File: src/rtl/pipe_regfile_fwd.sv
// Register file with an E/M/W destination-tag pipeline, operand forwarding and hazard stall.
// Define FWD_BYPASS_EN for E/M forwarding with load-use-only stalls; otherwise stall until W.
module pipe_regfile_fwd #(
    parameter int DATA_W = 32,
    parameter int NREG   = 16,
    localparam int AW    = (NREG > 1) ? $clog2(NREG) : 1
) (
    input  logic              clk,
    input  logic              rst,
    input  logic [AW-1:0]     rd_addr_a,
    input  logic [AW-1:0]     rd_addr_b,
    input  logic              rd_en_a,
    input  logic              rd_en_b,
    input  logic              issue_valid,
    input  logic              issue_wen,
    input  logic [AW-1:0]     issue_dest,
    input  logic              issue_load,
    input  logic              flush,
    input  logic [DATA_W-1:0] ex_data,
    input  logic [DATA_W-1:0] mem_data,
    input  logic [DATA_W-1:0] wb_data,
    output logic [DATA_W-1:0] rd_data_a,
    output logic [DATA_W-1:0] rd_data_b,
    output logic              stall
);

    typedef struct packed {
        logic          valid;
        logic          wen;
        logic          load;
        logic [AW-1:0] dest;
    } tag_t;

    tag_t e_q, m_q, w_q;
    tag_t e_d;
    logic e_live, m_live, w_live;
    logic [DATA_W-1:0] regs [NREG];

    assign e_live = e_q.valid & e_q.wen;
    assign m_live = m_q.valid & m_q.wen;
    assign w_live = w_q.valid & w_q.wen;

    // Only matters when NREG is not a power of two.
    function automatic logic in_range(input logic [AW-1:0] a);
        return {1'b0, a} < (AW+1)'(NREG);
    endfunction

    function automatic logic [DATA_W-1:0] operand(input logic [AW-1:0] a);
        logic [DATA_W-1:0] v;
        v = '0;
        if (!in_range(a)) begin
            v = '0;
        end
`ifdef FWD_BYPASS_EN
        else if (e_live && !e_q.load && e_q.dest == a) begin
            v = ex_data;
        end else if (m_live && m_q.dest == a) begin
            v = mem_data;
        end
`endif
        else if (w_live && w_q.dest == a) begin
            v = wb_data;
        end else begin
            v = regs[a];
        end
        return v;
    endfunction

    function automatic logic hazard(input logic en, input logic [AW-1:0] a);
`ifdef FWD_BYPASS_EN
        return en && e_live && e_q.load && (e_q.dest == a);
`else
        return en && ((e_live && e_q.dest == a) || (m_live && m_q.dest == a));
`endif
    endfunction

    assign rd_data_a = operand(rd_addr_a);
    assign rd_data_b = operand(rd_addr_b);
    assign stall     = issue_valid && (hazard(rd_en_a, rd_addr_a) || hazard(rd_en_b, rd_addr_b));

    // A stalled or flushed instruction leaves a bubble behind it in E.
    always_comb begin
        e_d = '{valid: issue_valid, wen: issue_wen, load: issue_load, dest: issue_dest};
        if (!issue_valid || stall || flush) begin
            e_d = '0;
        end
    end

    always_ff @(posedge clk) begin
        if (rst) begin
            e_q <= '0;
            m_q <= '0;
            w_q <= '0;
        end else begin
            e_q <= e_d;
            m_q <= e_q;
            w_q <= m_q;
        end
    end

    always_ff @(posedge clk) begin
        if (rst) begin
            for (int i = 0; i < NREG; i++) begin
                regs[i] <= '0;
            end
        end else if (w_live && in_range(w_q.dest)) begin
            regs[w_q.dest] <= wb_data;
        end
    end

    logic unused_load;
    assign unused_load = w_q.load;
`ifndef FWD_BYPASS_EN
    logic unused_fwd;
    assign unused_fwd = ^{ex_data, mem_data};
`endif

endmodule

File: config.mk
export PLATFORM = sky130hd
export DESIGN_NAME = pipe_regfile_fwd
export DESIGN_NICKNAME = d
export VERILOG_FILES = /design/src/rtl/pipe_regfile_fwd.sv
export SDC_FILE = /design/constraint.sdc
export NUM_CORES = 1
export LEC_CHECK = 0
export BUFFER_PORTS_ARGS = -buffer_cell sky130_fd_sc_hd__buf_4
export CORE_MARGIN = 4
export CORE_UTILIZATION = 65
export CTS_CLUSTER_SIZE = 28
export DETAILED_ROUTE_END_ITERATION = 6
export HOLD_SLACK_MARGIN = 0.06
export PLACE_DENSITY = 0.86
export SYNTH_ARGS = -nofsm -noshare
export SYNTH_HDL_FRONTEND = slang
export SYNTH_SLANG_ARGS = --single-unit
File: constraint.sdc
create_clock -name clk -period 3.7 [get_ports clk]
set_clock_uncertainty 0.05 [all_clocks]
set_input_delay 0.185 -clock clk [delete_from_list [all_inputs] [get_ports clk]]
set_output_delay 0.185 -clock clk [all_outputs]
set_load 0.01 [all_outputs]
-- Word-level counts from Yosys, hierarchy flattened
Memory sizes are Yosys's and may differ from the RTL's.
Index checks and enable logic that the tools add are counted.
Widths: inputs -> output; s select.
- flip-flop bits (word level): 18
- bits in writable memories: 512
- bits of input ports: 116
- word-level logic and storage cells: 46
- memories kept: 1
- equality and inequality tests: 6
- muxes and demuxes: 10
- bitwise gates (word level): 3
- reduce and logical (&&, ||, !) cells: 17
- memories (memory ; depth ; bits a word ; read ports ; clocked after memory_dff ; wr ports ; RTL line ; RTL):
    regs ; 16 ; 32 ; 2 ; 0 ; 16 ; 37 ; logic [DATA_W-1:0] regs [NREG];
- operator list (kind ; number):
    $mux 32 ; 3
    $reduce_or 32->1 ; 1
    $eq 4x4->1 ; 6
    $logic_and 1x1->1 ; 9
    $mux 1 ; 6
    $logic_or 1x1->1 ; 5
    $mux 4 ; 1
    $and 1x1->1 ; 3
    $reduce_or 2->1 ; 1
    $logic_not 1->1 ; 1

-- Logic depth before layout (Yosys ltp)
Gate-level depths: netlist of the first run.
- depth after elaboration: 9
- gate-level depth with buffers: 9
- mapped depth without buffers: 5

-- Worst setup path after synthesis of the first run
No wires, ideal clock.
- path kind: reg2out
- start: reg w_q[3] (netlist bit)
- end: out rd_data_a[0]
- data arrival time: 2052 ps
- setup slack: 1413 ps
- cell stages (with the launch flop): 9
- path buffers: 4
- cell sequence: dfxtp_1 -> clkbuf_1 -> a221o_1 -> or4_1 -> buf_2 -> and2_4 -> buf_6 -> buf_6 -> a211oi_2
- word-level cells in the longest chain between the ends: 3
- RTL lines (element ; RTL line ; RTL):
    start: declaration ; 34 ; tag_t e_q, m_q, w_q;
    start signal: assignment ; 97 ; w_q <= m_q;
    $eq 4x4->1 ; 61 ; else if (w_live && w_q.dest == a) begin
    $logic_and 1x1->1 ; 61 ;
    $mux 32 ; 61 ;
    end: declaration ; 22 ; output logic [DATA_W-1:0] rd_data_a,
No other way between the ends.

-- Final worst setup path of the first run
- start: reg w_q[0] (netlist bit)
- end: out rd_data_a[29]
Same word-level chain as after synthesis.

==> run metrics, run 1 <==
number of vias per cell=7.12; 1st-iter DRT viols=3028; Core ar.=43400 µm²; crit-path max FO=63; filler cell count=2565; initial core utilization=66.1%; crit path DAT=3.33 ns; WL/cell=30.7 µm; Critical Path Source Type=flop; pwr/cell area=427 nW/µm²; DR DRC count=0; Worst R2R Start=w_q[0]; Tot GR Track Use=34.9%; Post-CTS Setup Bufs=0; WL final=82100 µm; syn_nets=2063; Peak VDD IR=0.000347 V; complex-gate fraction of the synthesized area=3.77%; Ports=181; worst slew pin tran=1.27 ns; reg2reg end=regs[5][7]; relative slew slack=13.5%; Yosys cell types=38; GRT overflow=0; top cell type's share of synthesized area=53.6%; remaining antenna violation count after routing=0; R2R setup slack=0.98 ns; Area Growth Syn to Fin=13.0%; CTS H-tree lvls=2; critical path class=reg2out; Synth Warn #=0; layout cells sized above 1=28.0%; worst setup path start=w_q[0]; final non-filler cell total=2671; setup TNS=0 ns; Leak=12.0 nW; Adder-Cell Fraction of Synth Area=0%; port bufs=115; largest net degree at the start of global routing=128; simple-gate share of the synthesized area=15.4%; Setup WS pre-CTS=0.676 ns; type of the most critical hold path=reg2reg; synthesized area=28700 µm²; die width=218 µm; clock latency on the worst-skew pair=0.60 ns; Reg2Reg Depth=5; Synth area leader=edfxtp_1; CTS sink count=530; Clock Path Buffers=3; most frequent cells in the layout=and2_1, edfxtp_1, mux4_2; Highest Clock Rate=0.280 GHz; Slew Limit Fails=0; clk root buf=clkbuf_16; top cells by area, synth=edfxtp_1, mux4_2, and2_1, mux2i_1, clkbuf_1; Max-Cap Viols=0; routability cong.=0.818; Final WS setup=0.132 ns; synthesized area per cell=14.7 µm²; # rows=76; XOR/XNOR share of the synthesized area=0.672%; CTS tree=built; Die Y=218 µm; # placed instances=2518; Final Setup Violations=0; initial antenna violation count=2; status=complete, no violations; Fin. Hold Viols=0; global-route wire length before repair=122000 µm; main combinational cell family by area after synthesis=multiplexers; Final nets=2155; Req. time, crit path=3.46 ns; sequential-to-total area share from yosys stat=54.9%; Setup crit end kind=output pin; Gate Count Post-Synth=1947; Reg clk slew, reported paths=0.06 ns; die area=47500 µm²; drt first pass iters=5; flops & latches, synth=530; total CTS buffers=54; Period minus WS final=3.57 ns; hpwl dp=44200 µm; number of global-route vias before repair=19600; Final period util=96.4%; CP endpoint=rd_data_a[29]; total number of vias=19000; hold path depth=1; mux share of post-synthesis cell area=22.5%; RSZ-0062 raised after global routing=false
[logic make-up after synthesis]
family                 Yosys count
XOR/XNOR                        22
AO/OA/AOI/OAI                  129
multiplexers                   321
buffers and inverters          195
AND/OR/NAND/NOR                750
flip-flops                     530
[cell type report]
class                   instances  area (µm²)  share of cell area [%]
clock buffers                  63        1410                    4.34
multi-input cells            1222       12200                    37.6
inverters                       2        10.0                  0.0309
clock inverters                38         360                    1.11
flip-flops and latches        530       15700                    48.6
repair buffers                229        1970                    6.08
well taps                     585         732                    2.26
diodes                          2        5.00                  0.0155
[worst max-delay path: stages (launching register included)]
cell and delay [ns]:
dfxtp_1 0.38, inv_1 0.09, a221o_1 0.34, or4_2 0.67
buf_6 0.34, and3_1 0.25, a211oi_1 0.41, buf_4 0.22
[where the power goes]
part           switching, W  internal [W]  total (W)
sequential        0.0000957       0.00674    0.00683
combinational      0.000819      0.000680    0.00150
clock               0.00231       0.00320    0.00551
total               0.00323        0.0106     0.0138
[metrics by stage]
| step | total power, W | hold WS (ns) | instance area [µm²] | util (%) |
|---|---|---|---|---|
| 6_report | 0.0138 | 0.442 | 32400 | 74.7 |
| 5_1_grt | 0.0142 | 0.456 | 32400 | 74.7 |
| 4_1_cts | 0.0138 | 0.440 | 32400 | 74.7 |
| 3_5_place_dp | 0.00838 | 0.346 | 30100 | 69.5 |
| 3_3_place_gp | 0.00833 | 0.340 | 30100 | 69.5 |
| 2_1_floorplan | 0.00782 | 0.212 | 28700 | - |
[Yosys cell counts (all sizes together)]
| master | count |
|---|---|
| a221o | 1 |
| a211oi | 62 |
| or4 | 2 |
| nand3b | 5 |
| nand3 | 5 |
| mux4 | 258 |
| a21oi | 31 |
| nor3 | 10 |
| o22ai | 1 |
| nand4 | 1 |
| mux2i | 62 |
| and3 | 31 |
| nor4 | 4 |
| nor2b | 44 |
| nand2b | 3 |
| a2111oi | 31 |
| dfxtp | 18 |
| nor2 | 76 |
| mux2 | 1 |
| edfxtp | 512 |
| nand2 | 37 |
| xnor2 | 7 |
| nor4b | 1 |
| and2 | 514 |
| clkbuf | 138 |
| inv | 2 |
| o21a | 3 |
| xor2 | 15 |
| or2 | 16 |
| buf | 55 |
| and4 | 1 |
[routing by layer]
layer / global-route usage, % / up-vias / share of wire [%]
met1: 45.8 / 9615 / 34
li1: - / 7594 / -
met5: 0 / - / 0.011
met4: 13.8 / 2 / 4.4
met3: 8.23 / 276 / 12
met2: 57.5 / 1531 / 49
[worst min path at each step]
stage | start | endpoint
global placement | flush | e_q[6]
global route | m_q[5] | w_q[5]
floorplan | flush | e_q[6]
detailed placement | flush | e_q[6]
CTS | m_q[5] | w_q[5]
finish | m_q[5] | w_q[5]
[flip-flops by register name, summed over array words and instances, names as in the netlist]
register  cells
regs        512
w_q           6
m_q           6
e_q           6
[what timing repair did]
item,CTS,global route
hold buffers,50,0
resized for setup,0,1
hold endpoints to repair,530,0
endpoints found under the setup margin,0,1
(Power assumes the default switching activity.)
==> inputs of run 2 (changes only) <==
--- a/config.mk
+++ b/config.mk
@@ -8,10 +8,11 @@
 export BUFFER_PORTS_ARGS = -buffer_cell sky130_fd_sc_hd__buf_4
 export CORE_MARGIN = 4
 export CORE_UTILIZATION = 65
+export CTS_CLUSTER_DIAMETER = 100
 export CTS_CLUSTER_SIZE = 28
 export DETAILED_ROUTE_END_ITERATION = 6
 export HOLD_SLACK_MARGIN = 0.06
-export PLACE_DENSITY = 0.86
+export PLACE_DENSITY = 0.85
 export SYNTH_ARGS = -nofsm -noshare
 export SYNTH_HDL_FRONTEND = slang
 export SYNTH_SLANG_ARGS = --single-unit
==> run 2 against run 1 <==
Against the previous run:
- setup slack worse by 0.036 ns
- clock-buffer cell count is 32 lower
- clock power is 47% lower
- wire length is 6.0% lower
- non-clock buffer count is 2 lower
- first-iteration DRC count is 19% lower
- die area stayed put
- critical path type unchanged
- via count is 3.7% lower
- design area is 3.5% lower
- global-route usage is 2.5 points lower
- critical endpoint is now rd_data_a[17]
- register-to-register slack better by 0.16 ns
- worst hold slack better by 0.0076 ns
==> run metrics, run 2 (synthesized netlist as in run 1, its figures left out) <==
status=complete, no violations; Setup crit end kind=output pin; GRT overflow=0; Tot GR Track Use=32.4%; routability cong.=0.809; Req. time, crit path=3.46 ns; R2R setup slack=1.14 ns; Final Power=0.0112 W; number of global-route vias before repair=18900; initial core utilization=66.1%; die area=47500 µm²; type of the most critical hold path=reg2reg; Final Setup Violations=0; register with the most flip-flops=regs; Leak=11.4 nW; DR DRC count=0; drt first pass iters=5; max reg flops=512; met3 Resource Use GR=4.92%; worst slew pin tran=1.11 ns; setup TNS=0 ns; crit path DAT=3.37 ns; Highest Clock Rate=0.277 GHz; Period minus WS final=3.60 ns; Fin. Hold Viols=0; initial antenna violation count=0; Reg2Reg Depth=5; port bufs=115; Max-Cap Viols=0; Top Usage Layer GRT=met2; Final nets=2121; CTS H-tree lvls=1; most frequent cells in the layout=and2_1, edfxtp_1, mux4_2; global-route wire length before repair=115000 µm; die width=218 µm; hpwl dp=44200 µm; 1st-iter DRT viols=2442; critical path class=reg2out; Die Y=218 µm; # rows=76; pwr/cell area=359 nW/µm²; clk root buf=clkbuf_16; crit-path max FO=63; clock latency on the worst-skew pair=0.57 ns; Reg clk slew, reported paths=0.11 ns; Slew Limit Fails=0; CTS tree=built; met1 usage=42.1%; Critical Path Source Type=flop; number of vias per cell=7.05; total number of vias=18300; largest net degree at the start of global routing=97; layout cells sized above 1=26.1%; WL/cell=29.7 µm; Area Growth Syn to Fin=9.00%; total CTS buffers=22; WL final=77200 µm; relative slew slack=24.1%; Core ar.=43400 µm²; hold path depth=1; Peak VDD IR=0.000535 V; met2 Track Usage GR=56.4%; Clock Path Buffers=3; remaining antenna violation count after routing=0; CTS sink count=530; Final period util=97.4%; RSZ-0062 raised after global routing=false; Ports=181
## run 2: cell count changes in the layout (fill, tap and decap cells not counted), sizes merged
cell | previous run | this run
clkinvlp | 2 | 0
inv | 3 | 2
buf | 177 | 175
clkbuf | 65 | 33
diode | 2 | 1
bufinv | 7 | 0
clkinv | 28 | 1
## run 2: final cells by class
cell class / instances / area (µm²)
flip-flops and latches: 530 / 15700
multi-input cells: 1222 / 12200
fillers: 2762 / 12100
repair buffers: 227 / 1990
well taps: 585 / 732
clock buffers: 31 / 606
inverters: 2 / 10.0
clock inverters: 1 / 3.75
diodes: 1 / 2.50
## run 2: worst paths after layout
path,start,end
worst max register to register,w_q[0],regs[9][10]
worst min register to register,m_q[5],w_q[5]
worst max-delay path,w_q[0],rd_data_a[17]
worst min-delay path,m_q[5],w_q[5]
## run 2: report_power, final
| part | total, W | switching [W] | leakage, nW | internal, W |
|---|---|---|---|---|
| clock | 0.00293 | 0.00178 | 0.294 | 0.00116 |
| sequential | 0.00682 | 0.0000907 | 5.52 | 0.00672 |
| combinational | 0.00149 | 0.000806 | 5.61 | 0.000680 |
## run 2: per-layer routing
layer	vias up	share of wire (%)
met4	0	4.1
met1	9361	35
met2	1239	51
met5	-	0
met3	219	10
li1	7502	-
## run 2: per-stage QoR
step                      cell area (µm²)  util, %  instances  hold slack (ns)  setup slack [ns]
final                               31300     72.1       2599            0.449            0.0960
after global routing                31200     72.1       2598            0.468            0.0451
after CTS                           31200     72.1       2598            0.448             0.134
after detailed placement            30100     69.5       2516            0.349             0.691
after global placement              30100     69.5       2516            0.342             0.722
after floorplan                     28700        -       1947            0.212              1.41
## run 2: what timing repair did
| item | 4_1_cts | 5_1_grt |
|---|---|---|
| hold endpoints to repair | 530 | 0 |
| hold buffers | 50 | 0 |
| resized for setup | 0 | 0 |
| setup buffers | 0 | 0 |
## run 2: critical path, stage by stage (launching register included)
cell      delay, ns
dfxtp_1        0.41
inv_1          0.09
a221o_1        0.35
or4_2          0.67
buf_4          0.42
and3_1         0.35
a211oi_2       0.29
buf_4          0.18
==> inputs of run 3 (changes only) <==
--- a/config.mk
+++ b/config.mk
@@ -8,6 +8,7 @@
 export BUFFER_PORTS_ARGS = -buffer_cell sky130_fd_sc_hd__buf_4
 export CORE_MARGIN = 4
 export CORE_UTILIZATION = 65
+export CTS_BUF_LIST = sky130_fd_sc_hd__clkbuf_16
 export CTS_CLUSTER_DIAMETER = 100
 export CTS_CLUSTER_SIZE = 28
 export DETAILED_ROUTE_END_ITERATION = 6
==> run 3 against run 2 <==
Against the previous run:
- non-clock buffer count is the same
- register-to-register slack about the same
- power decreased by 0.18%
- die area stayed put
- design area did not move
- final cell count stayed put
- via count down 0.22%
- first-iteration DRC count down 0.78%
- sequential share of layout area unchanged
- global-route usage unchanged
- critical path type unchanged
- critical endpoint unchanged
- largest cell class unchanged
==> run metrics, run 3 (synthesized netlist as in run 1, its figures left out) <==
die width=218 µm; most frequent CP cell=buf_4; Final nets=2121; crit-path max FO=63; relative slew slack=25.0%; Final period util=96.9%; clock latency on the worst-skew pair=0.57 ns; initial antenna violation count=0; layout cells sized above 1=26.1%; Period minus WS final=3.59 ns; WL final=77100 µm; Post-CTS Setup Bufs=0; WL/cell=29.7 µm; clk root buf=clkbuf_16; port bufs=115; total number of vias=18300; slowest CP cell=or4_2; Setup crit end kind=output pin; CTS H-tree lvls=1; Core ar.=43400 µm²; critical path class=reg2out; Fin. Hold Viols=0; total CTS buffers=22; largest net degree at the start of global routing=97; Min Hold Slack=0.448 ns; R2R setup slack=1.15 ns; sw frac=23.9%; GRT overflow=0; register with the most flip-flops=regs; NetSw=0.00268 W; crit path DAT=3.35 ns; Final Power=0.0112 W; setup TNS=0 ns; Final Setup Violations=0; CP max stage delay=0.67 ns; CTS tree=built; worst slew pin tran=1.10 ns; most frequent cells in the layout=and2_1, edfxtp_1, mux4_2; Comb pwr share=13.2%; Die Y=218 µm; Internal=0.00854 W; # resized after CTS=0; Max-Cap Viols=0; drt first pass iters=5; Tot GR Track Use=32.4%; clock network fraction of total power=26.0%; Leak=11.5 nW; number of global-route vias before repair=18900; die area=47500 µm²; number of vias per cell=7.03; Critical Path Source Type=flop; Reg clk slew, reported paths=0.11 ns; type of the most critical hold path=reg2reg; Slew Limit Fails=0; RSZ-0062 raised after global routing=false; pwr/cell area=359 nW/µm²; Area Growth Syn to Fin=9.00%; Peak VDD IR=0.000535 V; worst path cell trace=inv_1 -> a221o_1 -> or4_2 -> buf_4 -> and3_1 -> a211oi_2 -> buf_4; filler cell count=2762; DR DRC count=0; Req. time, crit path=3.46 ns; 1st-iter DRT viols=2423; # rows=76; routability cong.=0.809; Ports=181; CTS sink count=530; remaining antenna violation count after routing=0; Highest Clock Rate=0.279 GHz; share of power burned in registers=60.8%; max reg flops=512; Clock Path Buffers=3; hpwl dp=44200 µm; global-route wire length before repair=115000 µm; status=complete, no violations; initial core utilization=66.1%; Hold Buf Count CTS=50
[run 3: worst paths after layout]
path	cells after the start	from	endpoint
worst min register to register	1	m_q[5]	w_q[5]
worst max-delay path	7	w_q[0]	rd_data_a[17]
worst min-delay path	1	m_q[5]	w_q[5]
worst max register to register	5	w_q[0]	regs[9][10]
[run 3: per-layer routing]
metal	vias to the layer above	GRT usage [%]	part of all wire, %
met4	0	11.7	4.2
met2	1192	56.4	51
met5	-	0	0
li1	7499	-	-
met3	230	4.92	10
met1	9360	42.1	35
[run 3: power groups by stage]
stage | sequential (W) | clock (W) | combinational (W)
CTS | 0.00681 | 0.00292 | 0.00147
global route | 0.00683 | 0.00313 | 0.00156
floorplan | 0.00691 | 0 | 0.000913
global placement | 0.00692 | 0 | 0.00140
finish | 0.00681 | 0.00291 | 0.00148
detailed placement | 0.00695 | 0 | 0.00143
[run 3: cell type report]
type	count	area (µm²)	share of cell area, %
Sequential cell	530	15700	50.4
Multi-Input combinational cell	1222	12200	39.0
Timing Repair Buffer	227	1990	6.36
Tap cell	585	732	2.34
Clock buffer	23	576	1.84
Clock inverter	9	33.8	0.108
Inverter	2	10.0	0.0320
Antenna cell	1	2.50	0.00801
[run 3: critical path: cells and delay by family (launching register included)]
kind	cells	cell delay, ns
simple gates	2	1.01
buf+inv	3	0.67
compound gates	2	0.64
flops	1	0.41
[run 3: through the flow]
stage	area [µm²]	worst slack [ns]	util [%]	cells
after floorplan	28700	1.41	-	1947
after global placement	30100	0.722	69.5	2516
after detailed placement	30100	0.691	69.5	2516
after CTS	31200	0.135	72.1	2598
after global routing	31200	0.0447	72.1	2598
final	31300	0.115	72.1	2599
